[config.mk]
export PLATFORM = sky130hd
export DESIGN_NAME = add_sub_serial
export DESIGN_NICKNAME = d
export VERILOG_FILES = /design/src/rtl/add_sub_serial.sv
export SDC_FILE = /design/constraint.sdc
export NUM_CORES = 1
export LEC_CHECK = 0
export BUFFER_PORTS_ARGS = -buffer_cell sky130_fd_sc_hd__buf_2
export CAP_MARGIN = 25
export CORE_MARGIN = 1.5
export CORE_UTILIZATION = 35
export CTS_CLUSTER_SIZE = 12
export DETAILED_ROUTE_END_ITERATION = 12
export GPL_TIMING_DRIVEN = 0
export SLEW_MARGIN = 20
export SYNTH_ARGS = -nofsm -noshare
export SYNTH_HDL_FRONTEND = slang
export SYNTH_SLANG_ARGS = --single-unit
[constraint.sdc]
create_clock -name clk -period 1.9 [get_ports clk]
set_input_delay 0 -clock clk [delete_from_list [all_inputs] [get_ports clk]]
set_output_delay 0 -clock clk [all_outputs]
set_load 0.005 [all_outputs]
[src/rtl/add_sub_serial.sv]
// add_sub_serial: LSB-first bit-serial adder/subtractor with a key-locked result path.
// A wrong key flips result bits and carry-out deterministically; the arithmetic itself is untouched.
module add_sub_serial #(
    parameter int WIDTH = 8,
    parameter int KEY_W = 8,
    parameter logic [KEY_W-1:0] KEY = 8'hA5
) (
    input  logic             clk,
    input  logic             rst,
    input  logic             en,
    input  logic             sub,
    input  logic [WIDTH-1:0] a,
    input  logic [WIDTH-1:0] b,
    input  logic [KEY_W-1:0] key,
    output logic [WIDTH-1:0] out,
    output logic             cout,
    output logic             ovf,
    output logic             busy,
    output logic             done
);
    localparam int CW = $clog2(WIDTH);

    typedef enum logic [1:0] {IDLE, ADD, DONE} state_t;

    state_t           state_q, state_d;
    logic [WIDTH-1:0] a_q, a_d, b_q, b_d, out_q, out_d;
    logic [KEY_W-1:0] kdiff_q, kdiff_d;
    logic [CW-1:0]    count_q, count_d;
    logic             carry_q, carry_d, cout_q, cout_d, ovf_q, ovf_d;
    logic             s, c, last, start;

    always_ff @(posedge clk or posedge rst) begin
        if (rst) state_q <= IDLE;
        else     state_q <= state_d;
    end

    always_comb begin
        state_d = (state_q == IDLE) ? (en ? ADD : IDLE) :
                  (state_q == ADD)  ? (last ? DONE : ADD) : IDLE;
    end

    always_comb begin
        busy = (state_q == ADD);
        done = (state_q == DONE);
    end

    // kdiff rotates each ADD cycle so bit 0 always holds kdiff[count mod KEY_W]
    always_comb begin
        start   = (state_q == IDLE) && en;
        last    = (state_q == ADD) && (count_q == CW'(WIDTH - 1));
        s       = a_q[0] ^ b_q[0] ^ carry_q;
        c       = (a_q[0] & b_q[0]) | (a_q[0] & carry_q) | (b_q[0] & carry_q);
        a_d     = a_q;
        b_d     = b_q;
        out_d   = out_q;
        kdiff_d = kdiff_q;
        count_d = count_q;
        carry_d = carry_q;
        cout_d  = cout_q;
        ovf_d   = ovf_q;
        if (start) begin
            a_d     = a;
            b_d     = sub ? ~b : b;
            carry_d = sub;
            count_d = '0;
            out_d   = '0;
            kdiff_d = key ^ KEY;
        end else if (state_q == ADD) begin
            out_d   = {s ^ kdiff_q[0], out_q[WIDTH-1:1]};
            carry_d = c;
            a_d     = a_q >> 1;
            b_d     = b_q >> 1;
            kdiff_d = (kdiff_q >> 1) | (kdiff_q << (KEY_W - 1));
            count_d = last ? count_q : count_q + 1'b1;
            if (last) begin
                cout_d = c ^ (|kdiff_q);
                ovf_d  = carry_q ^ c;
            end
        end
    end

    always_ff @(posedge clk or posedge rst) begin
        if (rst) begin
            a_q     <= '0;
            b_q     <= '0;
            out_q   <= '0;
            kdiff_q <= '0;
            count_q <= '0;
            carry_q <= 1'b0;
            cout_q  <= 1'b0;
            ovf_q   <= 1'b0;
        end else begin
            a_q     <= a_d;
            b_q     <= b_d;
            out_q   <= out_d;
            kdiff_q <= kdiff_d;
            count_q <= count_d;
            carry_q <= carry_d;
            cout_q  <= cout_d;
            ovf_q   <= ovf_d;
        end
    end

    assign out  = out_q;
    assign cout = cout_q;
    assign ovf  = ovf_q;
endmodule

==> results of run 1 <==
## repair_timing
action,in CTS,in global routing
resized for setup,0,0
hold buffers,4,0
endpoints found under the hold margin,43,0
## critical path: stages, from the launching register on
cell      delay (ns)
dfrtp_1         0.41
buf_2           0.20
o21bai_1        0.37
clkbuf_1        0.44
nand2_1         0.11
o21ai_0         0.08
## state kept, by name, summed over array words and instances, names as in the netlist
register	count
ovf	1
cout	1
kdiff_q	8
state_q	2
out	8
a_q	8
b_q	8
carry_q	1
count_q	3
## kinds of logic (layout without fill, tap and decap cells)
kind of cell | Yosys count | after routing | synth area share [%]
AO/OA/AOI/OAI | 69 | 69 | 26.8
XOR/XNOR | 10 | 10 | 4.71
adder cells (fa/ha/maj) | 3 | 3 | 2.42
buffers and inverters | 23 | 74 | 4.92
flip-flops | 40 | 40 | 53.9
multiplexers | 1 | 1 | 0.539
AND/OR/NAND/NOR | 25 | 25 | 6.73
## metal layers
metal | part of all wire (%) | wire (µm) | global-route usage, % | vias to the layer above
li1 | - | - | - | 723
met4 | 2.3 | 93 | 8.93 | 0
met1 | 48 | 1950 | 20.6 | 720
met3 | 3.9 | 159 | 3.17 | 7
met5 | 0 | 0 | 0 | -
met2 | 46 | 1880 | 25.1 | 35
## Yosys cell counts
library cell	n	area (µm²)
a21oi_1	3	15.0
a22o_1	8	70.1
a22oi_1	16	120
a2bb2oi_1	11	96.3
a31oi_1	1	6.26
a32o_1	2	20.0
buf_2	4	20.0
clkbuf_1	8	30.0
dfrtp_1	40	1000
fa_1	1	20.0
ha_1	2	25.0
inv_1	11	41.3
mux2i_1	1	10.0
nand2_1	13	48.8
nand2b_1	3	18.8
nand3b_1	1	7.51
nor2_1	1	3.75
nor2b_1	4	25.0
o21ai_0	17	85.1
o21bai_1	1	7.51
o22a_1	6	52.6
o22ai_1	4	25.0
or3_1	1	6.26
or4_1	2	15.0
xnor2_1	7	61.3
xor2_1	3	26.3
## layout by cell type (no fill, tap or decap), types with 2 or more instances in the layout
| master | count |
|---|---|
| o22a_1 | 6 |
| buf_2 | 42 |
| nor2b_1 | 4 |
| o21ai_0 | 17 |
| dlygate4sd3_1 | 4 |
| clkbuf_1 | 8 |
| dfrtp_1 | 40 |
| nand2b_1 | 3 |
| a22oi_1 | 16 |
| a21oi_1 | 3 |
| a22o_1 | 8 |
| xnor2_1 | 7 |
| o22ai_1 | 4 |
| a32o_1 | 2 |
| or4_1 | 2 |
| ha_1 | 2 |
| a2bb2oi_1 | 11 |
| inv_1 | 10 |
| xor2_1 | 3 |
| clkbuf_8 | 5 |
| nand2_1 | 13 |
## how the worst max path moves through the flow
stage	start	end	slack [ns]	depth (start not counted)
after CTS	state_q[0]	a_q[2]	0.19	5
after global placement	state_q[0]	carry_q	0.21	4
after detailed placement	state_q[0]	a_q[2]	0.22	5
after global routing	state_q[0]	a_q[2]	0.01	5
final	state_q[0]	kdiff_q[2]	0.20	5
after floorplan	a_q[0]	cout	0.44	4
## area by class of cell
class | count | area (µm²)
plain buffers | 12 | 50.0
clock buffers | 5 | 68.8
clock inverters | 3 | 42.5
fillers | 522 | 2800
inverters | 11 | 41.3
multi-input cells | 108 | 766
flip-flops and latches | 40 | 1000
well taps | 70 | 87.6
repair buffers | 43 | 250
## through the flow
stage | power (mW) | instance area (µm²)
after floorplan | 2.50 | 1860
after global placement | 2.89 | 2140
after detailed placement | 2.93 | 2160
after CTS | 3.64 | 2310
after global routing | 3.93 | 2310
final | 3.61 | 2310
## report_power, final
group          switching, mW  internal, mW
Clock                  0.306         0.389
Sequential             0.250          1.24
Combinational          0.722         0.705
Total                   1.28          2.33
==> metrics.txt, run 1 <==
Syn Nets between 200 and 250; TritonRoute pass-1 iters 4; CTS tree yes; DRC viols 0; Setup TNS 0 ns; Leakage roughly 1.1 nW; Cell Area, Synth approximately 1900 µm²; I/O pin total 40; I/O Buffers 38; diode count 0; CP Data Arrival Time between 1.5 and 2 ns; TritonCTS buffer count 5; Initial Util 36.4%; htree depth 2; Sink Count 40; DRT iter0 DRCs 73; post-CTS setup buffer count 0; Worst-Margin Slew 0.630 ns; number of library cell types mapped by synthesis 26; Slew HR 58.0%; P per Cell Area approximately 1600 nW/µm²; hold path endpoint a_q[1]; clk_lat worst skew approximately 0.3 ns; Crit. End Element flop; layout cell share with drive strength beyond 1 roughly a quarter; clock period minus worst slack approximately 1.7 ns; CP Class reg2reg; All-Layer GR Usage roughly 16%; Finished Core Util 45.2%; Vias/cell 5.09; Final WS setup just over 0.2 ns; vias in the first global route 1,424; Syn Area/Cell ~11 µm²; die height ~76 µm; worst hold path class in2reg; maximum clock insertion buffer count 2; Fmax slightly below 600 MHz; Final period util ~89%; Slew Viols, Final 0; cell count after synthesis approximately 170; clock skew approximately 0.011 ns; synth warn 0; Final Hold Slack around 0.0043 ns; routed vias around 1,500; DR WL/cell 14.0 µm; Core Area between 5000 and 6000 µm²; Non-Filler Instances around 290; status complete, no violations; worst reg2reg path depth 5; crit path max fanout 10; start point of the worst hold path a[1]; Cells after DPL 280; Data required, critical path around 2.1 ns; dpl hpwl 2.96 mm; Antenna Violating Nets Remaining 0; crit start category flop; area grow syn2layout 24.2%; Row Count 26; RR Startpoint state_q[0]; sequential fraction of the synthesis area a little over half; grt ovf 0; Hold Fails Final Rpt 0; largest net degree at the start of global routing 31; RSZ-0062 raised after global routing no; CTS root buf clkbuf_8; first-pass GRT wire length between 6 and 7 mm; register-to-register setup slack between 0.2 and 0.25 ns; die area 5750 µm²; max-cap viol count 0; Final GP Congestion between 0.8 and 0.9; peak supply drop approximately 560 µV; CTS clk-pin slew, worst paths roughly 0.080 ns; Die X between 70 and 80 µm; NumNets Final about 250; post-synthesis register bit count 40; wirelength, routed approximately 4 mm; initial antenna violation count 0; hold-critical path depth 3; Place WS roughly 0.22 ns; Setup Viol. Count Final 0; worst flop-to-flop path endpoint kdiff_q[2]
Note: power is estimated with default switching activity, not from simulation.
==> run 2: changes to the inputs <==
- PLACE_DENSITY: not set -> 0.57
- SETUP_SLACK_MARGIN: not set -> 0.15
==> run 2 against run 1 <==
  * Sequential power is essentially flat
  * Cell area shrank 0.16%
  * Combinational power is essentially flat
  * Utilization shrank 0.073 points
  * Fmax grew 6.4%
  * Clock skew shrank 0.0065 ns
  * Critical path type unchanged
  * Largest cell class unchanged
==> metrics.txt, run 2 (synthesis gave the netlist of run 1 again) <==
Initial Util between 30 and 40%; CP Data Arrival Time between 1.5 and 2 ns; I/O Buffers 38; TritonCTS buffer count 5; vias in the first global route 1,328; Slew Viols, Final 0; Seq pwr share slightly above 40%; post-route cell area roughly 2300 µm²; Data required, critical path about 2.1 ns; All-Layer GR Usage around 16%; die height between 70 and 80 µm; layout cell share with drive strength beyond 1 ~25%; Worst-Margin Slew between 0.7 and 0.8 ns; DRT iter0 DRCs 92; worst reg2reg path depth 4; Crit. End Element flop; Fillers 519; start point of the worst hold path a[4]; Die X 75.9 µm; Non-Filler Instances 291; peak supply drop 658 µV; multi-input logic area a little under 800 µm²; register-to-register setup slack ~0.3 ns; Fmax 626 MHz; met3 WL roughly 200 µm; Sequential Area 1000 µm²; Final Power ~3.6 mW; Sink Count 40; hold path endpoint a_q[4]; power share of the clock group approximately a fifth; post-CTS setup buffer count 0; initial antenna violation count 0; Row Count 26; maximum clock insertion buffer count 2; worst path cell trace buf_2, inv_1, a21oi_1, o22a_1; NumNets Final roughly 250; Combinational Power Share between 30% and 40%; clock period minus worst slack around 1.6 ns; placed inst area around 2200 µm²; Core Area 5110 µm²; Slowest-stage cell, CP a21oi_1; grt ovf 0; clock skew 0.00412 ns; max-cap viol count 0; Setup TNS 0 ns; CTS tree yes; hold-critical path depth 3; DR WL/cell between 10 and 15 µm; worst flop-to-flop path endpoint b_q[5]; largest net degree at the start of global routing 25; Place WS between 0.15 and 0.2 ns; area grow syn2layout 24.0%; Cells after DPL 280; TritonRoute pass-1 iters 4; Finished Core Util between 40% and 50%; Vias/cell 5.09; wirelength, routed between 4 and 5 mm; most frequent cells in the layout buf_2 (42), dfrtp_1 (40), o21ai_0 (17); wire length on met1 between 1.5 and 2 mm; htree depth 2; Setup Viol. Count Final 0; Sw Pwr approximately 1.3 mW; crit start category flop; CTS clk-pin slew, worst paths about 0.08 ns; Sw Share between 30% and 40%; I/O pin total 40; die area 5750 µm²; commonest non-fill, non-tap cell in the layout buf_2; P per Cell Area approximately 1600 nW/µm²; Antenna Violating Nets Remaining 0; RR Startpoint state_q[0]; status complete, no violations; Final WS setup 0.303 ns; Hold Fails Final Rpt 0; worst hold path class in2reg; dpl hpwl 2.98 mm; CTS root buf clkbuf_8; routed vias about 1,500; Final GP Congestion 0.731; crit path max fanout 10; Leakage about 1.1 nW; total internal power between 2 and 2.5 mW; slowest cell delay on critical path approximately 0.58 ns; DRC viols 0; Final Hold Slack 0.0107 ns; Slew HR between 50% and 60%; met2 wire length between 1.5 and 2 mm; CP Class reg2reg; first-pass GRT wire length roughly 6.7 mm; RSZ-0062 raised after global routing yes; Top Layer Used met4; Final period util between 80 and 90%; clk_lat worst skew just under 0.3 ns; diode count 0
==> run 2: changes by cell type in the layout (fill, tap and decap cells not counted) <==
cell           change
clkbuf_2           +3
nor2b_1            -1
dlygate4sd3_1      -1
clkbuf_1           -3
nor2b_2            +1
==> run 2: per-layer routing <==
metal / GRT usage (%) / vias up
li1: - / 729
met1: 21.7 / 715
met2: 24.3 / 34
met3: 4.23 / 4
met4: 4.56 / 0
met5: 0 / -
==> run 2: area by class of cell <==
class	instances	share of cell area [%]
Buffer	12	2.34
Clock buffer	5	2.99
Clock inverter	3	1.85
Inverter	11	1.79
Multi-Input combinational cell	108	33.4
Sequential cell	40	43.5
Tap cell	70	3.80
Timing Repair Buffer	42	10.4
==> run 2: critical path, delay by kind of cell (launching register included) <==
kind / cells / cell delay (ns)
buffers and inverters: 2 / 0.35
flip-flops: 1 / 0.38
AO/OA/AOI/OAI: 2 / 0.81
==> run 2: power by group through the flow <==
stage               Combinational [mW]  Clock [mW]  Sequential [mW]
floorplan                         1.05           0             1.45
global placement                  1.42           0             1.49
detailed placement                1.44           0             1.50
CTS                               1.45       0.702             1.48
global route                      1.65       0.742             1.54
finish                            1.44       0.689             1.48
==> run 2: how the worst max path moves through the flow <==
stage | start | endpoint | slack (ns) | cells past startpoint
2_1_floorplan | a_q[0] | cout | 0.44 | 4
3_3_place_gp | state_q[0] | carry_q | 0.20 | 4
3_5_place_dp | state_q[0] | carry_q | 0.20 | 4
4_1_cts | state_q[0] | a_q[1] | 0.18 | 5
5_1_grt | state_q[0] | kdiff_q[3] | 0.14 | 4
6_report | state_q[0] | b_q[5] | 0.30 | 4
==> run 2: timing repair <==
item	CTS	global route
gates resized for setup	0	7
endpoints found under the setup margin	0	13
hold buffers	3	0
hold endpoints to repair	18	0
